==> src/rtl/tx_packet_scheduler_if.sv <==
// Requester-side and encoder-side signals of the shared serializer lane.
// The scheduler connects through the slave modport.
interface tx_packet_scheduler_if #(
    parameter int NUM_REQ = 4
);
    localparam int IW = $clog2(NUM_REQ);

    logic                 link_en;
    logic [NUM_REQ-1:0]   req_valid;
    logic [8*NUM_REQ-1:0] req_data;
    logic [NUM_REQ-1:0]   req_ready;
    logic [7:0]           sym_data;
    logic                 sym_k;
    logic                 sym_load;
    logic [IW-1:0]        grant_id;
    logic                 busy;
    logic                 pkt_done;
    logic                 err_underrun;

    modport master (
        output link_en, req_valid, req_data,
        input  req_ready, sym_data, sym_k, sym_load,
        input  grant_id, busy, pkt_done, err_underrun
    );

    modport slave (
        input  link_en, req_valid, req_data,
        output req_ready, sym_data, sym_k, sym_load,
        output grant_id, busy, pkt_done, err_underrun
    );
endinterface

==> src/rtl/tx_packet_scheduler.sv <==
// Round-robin packet scheduler feeding one 8b/10b encoder lane.
// Whole packets are granted; K28.5 commas fill gaps and idle time.
module tx_packet_scheduler #(
    parameter int NUM_REQ     = 4,
    parameter int PKT_BYTES   = 7,
    parameter int IDLE_COMMAS = 1,
    parameter int SYM_PERIOD  = 10
) (
    input  logic clk,
    input  logic rst_n,
    tx_packet_scheduler_if.slave bus
);
    localparam int IW = $clog2(NUM_REQ);
    localparam int SW = $clog2(SYM_PERIOD);
    localparam int BW = $clog2(PKT_BYTES + 1);
    localparam int GW = $clog2(IDLE_COMMAS + 1);

    localparam logic [SW-1:0] SLOT_D = SW'(SYM_PERIOD - 2);
    localparam logic [SW-1:0] SLOT_L = SW'(SYM_PERIOD - 1);
    localparam logic [BW-1:0] LAST   = BW'(PKT_BYTES - 1);
    localparam logic [GW-1:0] GAP    = GW'(IDLE_COMMAS);
    localparam logic [7:0]    K28_5  = 8'hBC;

    typedef enum logic {COMMA, PKT} state_t;

    state_t        state, state_n;
    logic [SW-1:0] slot_cnt;
    logic [BW-1:0] byte_cnt, byte_n;
    logic [GW-1:0] gap_cnt, gap_n;
    logic [IW-1:0] rr_ptr, rr_n;
    logic [IW-1:0] grant_q, grant_n;
    logic [7:0]    sd_q, sd_n;
    logic          sk_q, sk_n;
    logic          load_q;
    logic          done_q, done_n;
    logic          err_q, err_n;

    logic                 dec;
    logic [NUM_REQ-1:0]   rot;
    logic [2*NUM_REQ-1:0] dbl;
    logic                 found;
    logic [IW-1:0]        pick;
    logic [7:0]           pick_byte;
    logic [7:0]           gnt_byte;
    logic                 gnt_valid;
    logic [IW-1:0]        next_ptr;
    logic [NUM_REQ-1:0]   ready;

    assign dec = (slot_cnt == SLOT_D);

    // Symbol slot timer; load strobe trails the decision cycle by one clock
    always_ff @(posedge clk or negedge rst_n) begin
        if (!rst_n) begin
            slot_cnt <= '0;
            load_q   <= 1'b0;
        end else begin
            slot_cnt <= (slot_cnt == SLOT_L) ? '0 : slot_cnt + SW'(1);
            load_q   <= dec;
        end
    end

    // First valid requester at or after rr_ptr, via a rotated request vector
    always_comb begin
        dbl   = {bus.req_valid, bus.req_valid};
        rot   = NUM_REQ'(dbl >> rr_ptr);
        found = 1'b0;
        pick  = '0;
        for (int k = 0; k < NUM_REQ; k++) begin
            if (!found && rot[k]) begin
                found = 1'b1;
                pick  = IW'((int'(rr_ptr) + k) % NUM_REQ);
            end
        end
    end

    // Byte/valid muxes for the candidate and the current grant
    always_comb begin
        pick_byte = '0;
        gnt_byte  = '0;
        gnt_valid = 1'b0;
        for (int k = 0; k < NUM_REQ; k++) begin
            if (pick == IW'(k)) begin
                pick_byte = bus.req_data[8*k +: 8];
            end
            if (grant_q == IW'(k)) begin
                gnt_byte  = bus.req_data[8*k +: 8];
                gnt_valid = bus.req_valid[k];
            end
        end
    end

    assign next_ptr = (grant_q == IW'(NUM_REQ - 1)) ? '0 : grant_q + IW'(1);

    // Next-state and pop decision, only acted on in the decision cycle
    always_comb begin
        state_n = state;
        byte_n  = byte_cnt;
        gap_n   = gap_cnt;
        rr_n    = rr_ptr;
        grant_n = grant_q;
        sd_n    = sd_q;
        sk_n    = sk_q;
        done_n  = 1'b0;
        err_n   = 1'b0;
        ready   = '0;
        if (dec) begin
            unique case (state)
                COMMA: begin
                    if (bus.link_en && found && gap_cnt >= GAP) begin
                        grant_n = pick;
                        ready   = NUM_REQ'(1) << pick;
                        sd_n    = pick_byte;
                        sk_n    = 1'b0;
                        byte_n  = BW'(1);
                        state_n = PKT;
                    end else begin
                        sd_n  = K28_5;
                        sk_n  = 1'b1;
                        gap_n = (gap_cnt >= GAP) ? GAP : gap_cnt + GW'(1);
                    end
                end
                PKT: begin
                    if (gnt_valid) begin
                        ready  = NUM_REQ'(1) << grant_q;
                        sd_n   = gnt_byte;
                        sk_n   = 1'b0;
                        byte_n = byte_cnt + BW'(1);
                        if (byte_cnt == LAST) begin
                            done_n  = 1'b1;
                            state_n = COMMA;
                            gap_n   = '0;
                            rr_n    = next_ptr;
                        end
                    end else begin
                        // Underrun: abort with a comma that counts toward the gap
                        sd_n    = K28_5;
                        sk_n    = 1'b1;
                        err_n   = 1'b1;
                        state_n = COMMA;
                        gap_n   = GW'(1);
                        rr_n    = next_ptr;
                    end
                end
                default: state_n = COMMA;
            endcase
        end
    end

    // State and registered encoder-side outputs
    always_ff @(posedge clk or negedge rst_n) begin
        if (!rst_n) begin
            state    <= COMMA;
            byte_cnt <= '0;
            gap_cnt  <= '0;
            rr_ptr   <= '0;
            grant_q  <= '0;
            sd_q     <= K28_5;
            sk_q     <= 1'b1;
            done_q   <= 1'b0;
            err_q    <= 1'b0;
        end else begin
            state    <= state_n;
            byte_cnt <= byte_n;
            gap_cnt  <= gap_n;
            rr_ptr   <= rr_n;
            grant_q  <= grant_n;
            sd_q     <= sd_n;
            sk_q     <= sk_n;
            done_q   <= done_n;
            err_q    <= err_n;
        end
    end

    assign bus.req_ready    = ready;
    assign bus.sym_data     = sd_q;
    assign bus.sym_k        = sk_q;
    assign bus.sym_load     = load_q;
    assign bus.grant_id     = grant_q;
    assign bus.busy         = (state == PKT);
    assign bus.pkt_done     = done_q;
    assign bus.err_underrun = err_q;
endmodule

==> src/flat_wrapper.sv <==
// flat-port wrapper written by rule: the top's interface ports become plain ports
module tx_packet_scheduler_flat 
#(
    parameter int NUM_REQ     = 4,
    parameter int PKT_BYTES   = 7,
    parameter int IDLE_COMMAS = 1,
    parameter int SYM_PERIOD  = 10
)
  (clk, rst_n, bus_link_en, bus_req_valid, bus_req_data, bus_req_ready, bus_sym_data, bus_sym_k, bus_sym_load, bus_grant_id, bus_busy, bus_pkt_done, bus_err_underrun);
  tx_packet_scheduler_if #(.NUM_REQ(NUM_REQ)) bus_i ();
  input  logic clk;
  input  logic rst_n;
  input wire logic [$bits(bus_i.link_en)-1:0] bus_link_en;
  input wire logic [$bits(bus_i.req_valid)-1:0] bus_req_valid;
  input wire logic [$bits(bus_i.req_data)-1:0] bus_req_data;
  output wire logic [$bits(bus_i.req_ready)-1:0] bus_req_ready;
  output wire logic [$bits(bus_i.sym_data)-1:0] bus_sym_data;
  output wire logic [$bits(bus_i.sym_k)-1:0] bus_sym_k;
  output wire logic [$bits(bus_i.sym_load)-1:0] bus_sym_load;
  output wire logic [$bits(bus_i.grant_id)-1:0] bus_grant_id;
  output wire logic [$bits(bus_i.busy)-1:0] bus_busy;
  output wire logic [$bits(bus_i.pkt_done)-1:0] bus_pkt_done;
  output wire logic [$bits(bus_i.err_underrun)-1:0] bus_err_underrun;
  assign bus_i.link_en = bus_link_en;
  assign bus_i.req_valid = bus_req_valid;
  assign bus_i.req_data = bus_req_data;
  assign bus_req_ready = bus_i.req_ready;
  assign bus_sym_data = bus_i.sym_data;
  assign bus_sym_k = bus_i.sym_k;
  assign bus_sym_load = bus_i.sym_load;
  assign bus_grant_id = bus_i.grant_id;
  assign bus_busy = bus_i.busy;
  assign bus_pkt_done = bus_i.pkt_done;
  assign bus_err_underrun = bus_i.err_underrun;
  tx_packet_scheduler #(.NUM_REQ(NUM_REQ), .PKT_BYTES(PKT_BYTES), .IDLE_COMMAS(IDLE_COMMAS), .SYM_PERIOD(SYM_PERIOD)) u_core (.clk(clk), .rst_n(rst_n), .bus(bus_i));
endmodule
==> config.mk <==
export PLATFORM = sky130hd
export DESIGN_NAME = tx_packet_scheduler_flat
export DESIGN_NICKNAME = d
export VERILOG_FILES = /design/src/rtl/tx_packet_scheduler_if.sv /design/src/rtl/tx_packet_scheduler.sv /design/src/flat_wrapper.sv
export SDC_FILE = /design/constraint.sdc
export NUM_CORES = 1
export LEC_CHECK = 0
export ABC_CLOCK_PERIOD_IN_PS = 2100
export BUFFER_PORTS_ARGS = -buffer_cell sky130_fd_sc_hd__buf_4
export CORE_MARGIN = 4
export CORE_UTILIZATION = 46
export CTS_CLUSTER_SIZE = 8
export DETAILED_ROUTE_END_ITERATION = 10
export PLACE_DENSITY = 0.83
export SLEW_MARGIN = 20
export SYNTH_ARGS = -nofsm -noshare
export SYNTH_HDL_FRONTEND = slang
export SYNTH_SLANG_ARGS = --single-unit
==> constraint.sdc <==
create_clock -name clk -period 2.1 [get_ports clk]
set_input_delay 0.42 -clock clk [delete_from_list [all_inputs] [get_ports clk]]
set_output_delay 0.42 -clock clk [all_outputs]
set_load 0.005 [all_outputs]
# Yosys cells after proc, flatten, opt, wreduce, memory -nomap -nowiden
# Cells that the tools add are included.
word_totals:
  reg_bits: 25
  input_bits: 39
  word_cells: 103
op_classes:
  n_addsub: 7
  n_lt_le_gt_ge: 1
  n_eq_ne: 14
  shifts: 3
  n_mux: 52
  n_bitwise: 1
  reduce_logical: 14
ops:
  columns: ["operator", "count"]
  rows:
  - ["2-to-1 mux 8 bit", 10]
  - ["2-to-1 mux 1 bit", 23]
  - ["2-to-1 mux 4 bit", 4]
  - ["one-hot mux 8 bit (2 select lines)", 1]
  - ["2-to-1 mux 2 bit", 7]
  - ["AND reduction 3 bit", 4]
  - ["equality test 2 bit, second input constant", 4]
  - ["equality test 4 bit, second input constant", 2]
  - ["one-hot mux 4 bit (2 select lines)", 1]
  - ["<< shifter 1 x 2 -> 4 bit, first input constant", 2]
  - [">> shifter 8 x 2 -> 4 bit", 1]
  - ["2-to-1 mux 3 bit", 2]
  - ["inequality test 2 bit, second input constant", 3]
  - ["one-hot mux 1 bit (2 select lines)", 3]
  - ["one-hot mux 3 bit (2 select lines)", 1]
  - ["logical AND 1 bit", 5]
  - ["adder 2 x 1 -> 2 bit, second input constant", 2]
  - ["adder 2 bit, second input constant", 2]
  - ["adder 4 x 1 -> 4 bit, second input constant", 1]
  - ["equality test 2 x 1 -> 1 bit, second input constant", 2]
  - ["zero test 2 bit", 2]
  - ["adder 3 x 1 -> 3 bit, second input constant", 1]
  - ["equality test 3 bit, second input constant", 1]
  - ["zero test 1 bit", 3]
  - ["5 further kinds", 5]

# Logic depth before layout (Yosys ltp)
# Gate-level depths: netlist (run 1).
logic_depth:
  word_depth: 18
  mapped_depth: 9
  mapped_depth_nobuf: 7

# Worst setup path before layout (run 1)
# Ideal clock, no wire load.
synth_path:
  path_kind: "reg-to-output"
  from: "register u_core.grant_q[0], in the netlist u_core.bus.grant_id[0]"
  to: "output port bus_req_ready[2]"
  arrival_time_ps: 1816
  required_ps: 1680
  path_slack_ps: -136
  path_stages_with_launch: 9
  n_path_buf: 1
  cell_sequence: "dfrtp_1 inv_1 ha_1 clkbuf_1 a211oi_1 o21ai_0 and2_1 nor2b_1 a22o_1"
synth_between:
  elab_chain_len: 8
  elab_cells_between_ends: 12
  cone_classes: "3 x eq/ne; 1 x shift; 7 x mux; 1 x reduce/logical"
synth_rtl:
  columns: ["element", "line", "source"]
  rows:
  - ["from (decl)", "tx_packet_scheduler.sv:31", "logic [IW-1:0] grant_q, grant_n;"]
  - ["from (signal assigned)", "tx_packet_scheduler.sv:166", "grant_q <= grant_n;"]
  - ["zero test 2 bit", "tx_packet_scheduler.sv:85", "if (grant_q == IW'(k)) begin"]
  - ["2-to-1 mux 1 bit (4 in series)", "tx_packet_scheduler.sv:85", null]
  - ["2-to-1 mux 4 bit (*)", "tx_packet_scheduler.sv:123", "if (gnt_valid) begin"]
  - ["one-hot mux 4 bit (2 select lines) (*)", "tx_packet_scheduler.sv:107", "unique case (state)"]
  - ["2-to-1 mux 4 bit (*)", "tx_packet_scheduler.sv:106", "if (dec) begin"]
  - ["to (decl)", "flat_wrapper.sv:16", "output wire logic [$bits(bus_i.req_ready)-1:0] bus_req_ready;"]
# Every way passes the cells marked *; elsewhere a longest branch is shown, timed or not.

# Final worst setup path (run 1)
layout_path:
  from: "register u_core.grant_q[1], in the netlist u_core.bus.grant_id[1]"
  to: "output port bus_req_ready[1]"
# The elaborated chain is that of the path after synthesis.

==> results of run 1 <==
[flip-flops by register name (all words and copies together) (netlist names)]
name,count
u_core.byte_cnt,3
u_core.rr_ptr,2
u_core.bus.pkt_done,1
u_core.bus.sym_data,8
u_core.bus.sym_load,1
u_core.bus.grant_id,2
u_core.bus.sym_k,1
u_core.gap_cnt,1
u_core.bus.busy,1
u_core.slot_cnt,4
u_core.bus.err_underrun,1
[how the worst min path moves through the flow]
stage | slack [ns] | end
after CTS | 0.04 | u_core.slot_cnt[2]$_DFF_PN0_
final | 0.04 | u_core.slot_cnt[2]$_DFF_PN0_
after floorplan | 0.12 | u_core.bus.busy$_DFFE_PN0P_
after detailed placement | 0.34 | u_core.slot_cnt[2]$_DFF_PN0_
after global routing | 0.06 | u_core.slot_cnt[2]$_DFF_PN0_
after global placement | 0.34 | u_core.slot_cnt[2]$_DFF_PN0_
[power by group]
group	leakage (nW)	switching (mW)	internal, mW
logic	0.926	0.604	0.654
registers	0.290	0.149	0.620
clock network	0.0255	0.154	0.133
[per-layer routing]
metal,vias to the layer above,share of wire,track usage
li1,924,-,-
met1,1004,0.39,0.305
met2,166,0.47,0.377
met3,26,0.10,0.0435
met4,0,0.039,0.115
met5,-,0,0
[synth_stat cells (3+ instances only)]
master / number
dfstp_2: 6
buf_2: 5
clkbuf_1: 7
nor3_1: 4
o31ai_1: 7
o21ai_1: 3
mux2_2: 4
nor2b_1: 11
mux2_1: 4
nand2_1: 26
o21ai_0: 11
ha_1: 6
dfrtp_1: 19
o22ai_1: 6
a221oi_1: 11
inv_1: 12
a21oi_1: 12
nor2_1: 3
[through the flow]
stage	setup slack, ns	utilization	hold WS [ns]	cell area (sq um)
after floorplan	0.000743	-	0.124	1870
after global placement	0.0516	0.649	0.341	2450
after detailed placement	-0.0304	0.649	0.340	2450
after CTS	-0.171	0.694	0.0383	2620
after global routing	-0.340	0.723	0.0584	2730
final	-0.266	0.723	0.0411	2730
[critical path, delay by kind of cell, from the launching register on]
kind / cells / cell delay (ns)
fa+ha+maj: 1 / 0.18
buf+inv: 2 / 0.23
flops: 1 / 0.48
compound gates: 3 / 0.51
simple gates: 2 / 0.28
[cell type report]
type / instances / area, sq um / area share
Clock buffer: 3 / 41.3 / 0.0151
Clock inverter: 1 / 5.00 / 0.00184
Inverter: 13 / 63.8 / 0.0234
Multi-Input combinational cell: 152 / 1220 / 0.447
Sequential cell: 25 / 637 / 0.234
Tap cell: 48 / 60.1 / 0.0220
Timing Repair Buffer: 90 / 699 / 0.257
[cells by family after synthesis]
logic type	share of synthesized area
muxes	0.0596
AOI/OAI and AO/OA	0.311
buffers and inverters	0.0732
xor gates and xnor gates	0.00949
adders and majority gates	0.0406
and+or+nand+nor	0.163
DFF	0.343
[repair_timing]
item | 4_1_cts | 5_1_grt
endpoints found under the hold margin | 0 | 0
setup buffers | 5 | 6
resized for setup | 23 | 13
pin swaps | 3 | 12
setup endpoints to repair | 4 | 12
==> flow_summary.toml, run 1 <==
[outcome]
outcome = "finished with violations"
violations = "negative setup slack"

[die]
core_area_sq_um = 3770
rows = 22
io_pins = 58
dieArea_sq_um = 5090
fp.dieH_um = 71.4
die_w_um = 71.4
start_util = 0.490

[yosys]
synth_nets = 249
synth-seq-cells = 25
yosysSeqAreaShare = 0.343
yosysTopAreaCell = "dfrtp_1"
synth_top_area_share = 0.257
syn_inst = 204
syn_area_sq_um = 1850
async_reset_ff_frac = 1.00
ys_types = 54
syn_avg_cell_area_sq_um = 9.05
synth.top_cells.by_area = "dfrtp_1, dfstp_2, nand2_1, a221oi_1, ha_1"
yosysWarnings = 0
ys.flop_type = "dfrtp_1"
synth_edf_count = 0

[clock_network]
clock_path_buffers = 2
clkLatencyLatePin_ns = 0.27
cts_hold_buf = 0
numCtsBuffers = 3
cts_tree = "built"
clk_pin_slew_ns = 0.09
cts_root_buf = "clkbuf_8"
cts_sinks = 25
cts_htree_levels = 1

[route]
route.detailed.drc = 0
drtIter0Drc = 227
drt_wl_total_um = 6630
antenna_left = 0
viasPerCell = 6.39
vias = 2120
wire_per_inst_um = 20.0
drt_first_pass_iters = 5

[power_and_ir_drop]
total_power_mw = 2.31
power_density_nw_per_um2 = 849
leakage_nw = 1.24
vdd.ir_drop.worst_mv = 0.447

[timing]
skew_ns = 0.00663
min_period_over_period = 1.13
rsz0062_at_grt = "true"
hold_viol = 0
finalSetupViolCount = 6
tightest_slew_ns = 0.479
fmax_ghz = 0.423
fin_crit_ns = 2.37
maxSlewHeadroom = 0.679
layout_setup_ws_ns = -0.266
tns_ns = -0.883
slew_viol_final = 0

[cells_and_area]
layout_commonest_cell = "buf_4"
antennaDiodeCount = 0
layout.nets = 330
fill_cells = 271
final_cell_mix = "buf_4, nand2_1, dfrtp_1"
fin_cells = 332
area_growth_pct = 47.6
drive_above_1_share = 0.482

[setup_path]
start_kind = "flop"
crit_type = "flop to primary output"
r2r_start = "u_core.bus.grant_id[1]$_DFFE_PN0P_"
crit_fanout = 4
end_kind = "primary output"
ff2ff_setup_slack_ns = -0.05
crit_path_end = "bus_req_ready[1]"
max_stage_delay_ns = 0.48
worst_r2r_path_depth = 10
crit_slowest_cell = "dfrtp_2"
crit_path_start = "u_core.bus.grant_id[1]$_DFFE_PN0P_"
cp_cell_sequence = "inv_2 > ha_4 > a211oi_2 > o21ai_2 > and2_4 > nor2b_4 > a32o_1 > buf_4"
r2r_end = "u_core.bus.sym_data[1]$_DFFE_PN0P_"
worstPathRequired_ns = 1.68
cp.arrival_ns = 1.95

[worst_hold_path]
hold_class = "input pin to asynchronous set/reset pin"

[place]
dpl.hpwl_um = 4390
io_buffer_count = 57
dpl.cell_count = 318
gp_congestion = 0.897

[grt]
grt_pass1_wl_um = 9560
gr-total-overflow = 0
grt_pass1_vias = 2012
grt_util_all_layers = 0.235
antenna_found_initial = 0
grt_max_degree = 26

[flow_run]
drv_cap = 0
Power figures use the tool's default switching activity.
==> inputs of run 2 (changes only) <==
--- a/config.mk
+++ b/config.mk
@@ -5,10 +5,11 @@
 export SDC_FILE = /design/constraint.sdc
 export NUM_CORES = 1
 export LEC_CHECK = 0
+export ABC_AREA = 1
 export ABC_CLOCK_PERIOD_IN_PS = 2100
 export BUFFER_PORTS_ARGS = -buffer_cell sky130_fd_sc_hd__buf_4
 export CORE_MARGIN = 4
-export CORE_UTILIZATION = 46
+export CORE_UTILIZATION = 47
 export CTS_CLUSTER_SIZE = 8
 export DETAILED_ROUTE_END_ITERATION = 10
 export PLACE_DENSITY = 0.83
==> flow_summary.toml, run 2 <==
[clock_network]
cts_htree_levels = 1
clk_pin_slew_ns = 0.08
clock_path_buffers = 2
clkLatencyLatePin_ns = 0.27
cts_hold_buf = 0
cts_root_buf = "clkbuf_8"
numCtsBuffers = 3
cts_sinks = 25
cts_tree = "built"

[route]
wire_per_inst_um = 17.0
vias = 2599
route.detailed.drc = 1
drtIter0Drc = 234
drt_first_pass_iters = 9
antenna_left = 0
viasPerCell = 5.65
drt_wl_total_um = 7800

[cells_and_area]
area_growth_pct = 60.5
layout_commonest_cell = "buf_4"
final_util = 0.800
fill_cells = 276
fin_cells = 460
final_cell_mix = "buf_4, nand2_1, o21ai_0"
layout.nets = 456
drive_above_1_share = 0.488
antennaDiodeCount = 0
largest_register_ff_count = 8

[yosys]
syn_area_sq_um = 2040
synth_top_area_share = 0.233
synth_edf_count = 0
async_reset_ff_frac = 1.00
yosysTopAreaCell = "dfrtp_1"
syn_inst = 301
synth.most_common_cell = "nand2_1"
synth.top_cells.by_area = "dfrtp_1, nand2_1, nand3_1, dfstp_2, o21ai_0"
ys_types = 35
syn_avg_cell_area_sq_um = 6.77
synth_nets = 346
ys_top_cells_by_count = "nand2_1, nand3_1, o21ai_0, inv_1, nor2_1"
yosysSeqAreaShare = 0.311
ys.flop_type = "dfrtp_1"
yosysWarnings = 0
synth-seq-cells = 25

[grt]
grt_max_degree = 26
antenna_found_initial = 0
grt_pass1_wl_um = 10800
gr-total-overflow = 0
grt_util_all_layers = 0.253
grt_pass1_vias = 2393

[timing]
min_period_over_period = 1.20
layout_setup_ws_ns = -0.413
tightest_slew_ns = 0.312
slew_viol_final = 0
finalSetupViolCount = 14
skew_ns = 0.00160
fin_crit_ns = 2.51
rsz0062_at_grt = "true"
fmax_ghz = 0.398
hold_viol = 0
maxSlewHeadroom = 0.791

[place]
dpl.hpwl_um = 4820
dpl.cell_count = 437
io_buffer_count = 57
gp_congestion = 0.953

[die]
rows = 23
die_w_um = 73.9
dieArea_sq_um = 5450
io_pins = 58
core_area_sq_um = 4090
start_util = 0.499
fp.dieH_um = 73.9

[power_and_ir_drop]
leakage_nw = 1.66
vdd.ir_drop.worst_mv = 0.845
power_density_nw_per_um2 = 1290

[setup_path]
worst_r2r_path_depth = 14
cp.arrival_ns = 2.09
ff2ff_setup_slack_ns = -0.07
end_kind = "primary output"
crit_type = "flop to primary output"
crit_fanout = 4
start_kind = "flop"
worstPathRequired_ns = 1.68
r2r_end = "u_core.bus.sym_data[6]$_DFFE_PN0P_"
r2r_start = "u_core.rr_ptr[0]$_DFFE_PN0P_"

[flow_run]
drv_cap = 0

[outcome]
outcome = "finished with violations"
violations = "design-rule violations, negative setup slack"

[worst_hold_path]
hold_class = "input pin to asynchronous set/reset pin"
[run 2: cell types whose count changed in the layout (fill, tap and decap cells not counted), moves of 10 or more]
cell,previous run,this run
nand2_1,23,76
nand2_4,1,11
nor2_1,3,14
nand3_2,0,17
inv_1,10,20
nand3_1,1,18
o21ai_0,10,23
buf_4,86,106
[run 2: layout make-up]
type / instances / area (sq um) / share of cell area
Sequential cell: 25 / 636 / 0.194
Clock buffer: 4 / 45.0 / 0.0138
Multi-Input combinational cell: 237 / 1520 / 0.464
Timing Repair Buffer: 114 / 886 / 0.271
Tap cell: 50 / 62.6 / 0.0191
Inverter: 30 / 125 / 0.0383
[run 2: worst max-delay path by stage]
stage | from | to | cells after the start
4_1_cts | u_core.rr_ptr[0]$_DFFE_PN0P_ | bus_req_ready[3] | 13
6_report | u_core.bus.grant_id[1]$_DFFE_PN0P_ | bus_req_ready[2] | 9
2_1_floorplan | u_core.bus.grant_id[1]$_DFFE_PN0P_ | bus_req_ready[2] | 10
3_5_place_dp | u_core.rr_ptr[0]$_DFFE_PN0P_ | bus_req_ready[3] | 9
5_1_grt | u_core.bus.grant_id[0]$_DFFE_PN0P_ | bus_req_ready[2] | 11
3_3_place_gp | u_core.rr_ptr[0]$_DFFE_PN0P_ | bus_req_ready[3] | 9
[run 2: repair_timing]
item | CTS | global route
setup endpoints to repair | 7 | 18
cloned | 1 | 0
pin swaps | 15 | 29
buffers inserted | 16 | 5
gates resized for setup | 12 | 69
[run 2: metrics by stage]
stage	TNS (ns)	hold slack [ns]	power, mW	cell area, sq um	setup slack, ns
4_1_cts	-1.80	0.0478	3.56	3000	-0.274
2_1_floorplan	-0.0232	0.124	2.16	2060	-0.0232
6_report	-2.04	0.0305	4.23	3270	-0.413
5_1_grt	-3.91	0.0415	4.53	3270	-0.504
3_3_place_gp	-0.453	0.336	2.96	2770	-0.137
3_5_place_dp	-0.455	0.337	3.01	2770	-0.149
[run 2: cells by family after synthesis]
kind of cell,Yosys count,synth area share
AO/OA/AOI/OAI,61,0.167
XOR/XNOR,1,0.00430
adder cells (fa/ha/maj),6,0.0368
buffers and inverters,40,0.0958
flip-flops,25,0.311
multiplexers,2,0.00982
AND/OR/NAND/NOR,166,0.376
[run 2: critical path: stages (launching register included)]
cell and delay, ns:
dfrtp_1 0.40, inv_2 0.11, ha_4 0.17, inv_1 0.06, o211ai_1 0.19, o21ai_1 0.17
o21ai_2 0.27, nand3_4 0.14, o22ai_2 0.17, buf_4 0.13
[run 2: per-layer routing]
| layer | vias up | track usage | routed length [um] |
|---|---|---|---|
| li1 | 1214 | - | - |
| met1 | 1202 | 0.336 | 3090 |
| met2 | 151 | 0.411 | 3780 |
| met3 | 32 | 0.0410 | 639 |
| met4 | 0 | 0.0966 | 290 |
| met5 | - | 0 | 0 |
[run 2: power breakdown]
group / switching (mW) / total, mW / internal, mW / leakage (nW)
combinational: 1.78 / 3.20 / 1.42 / 1.34
clock: 0.147 / 0.283 / 0.136 / 0.0228
sequential: 0.107 / 0.744 / 0.637 / 0.290
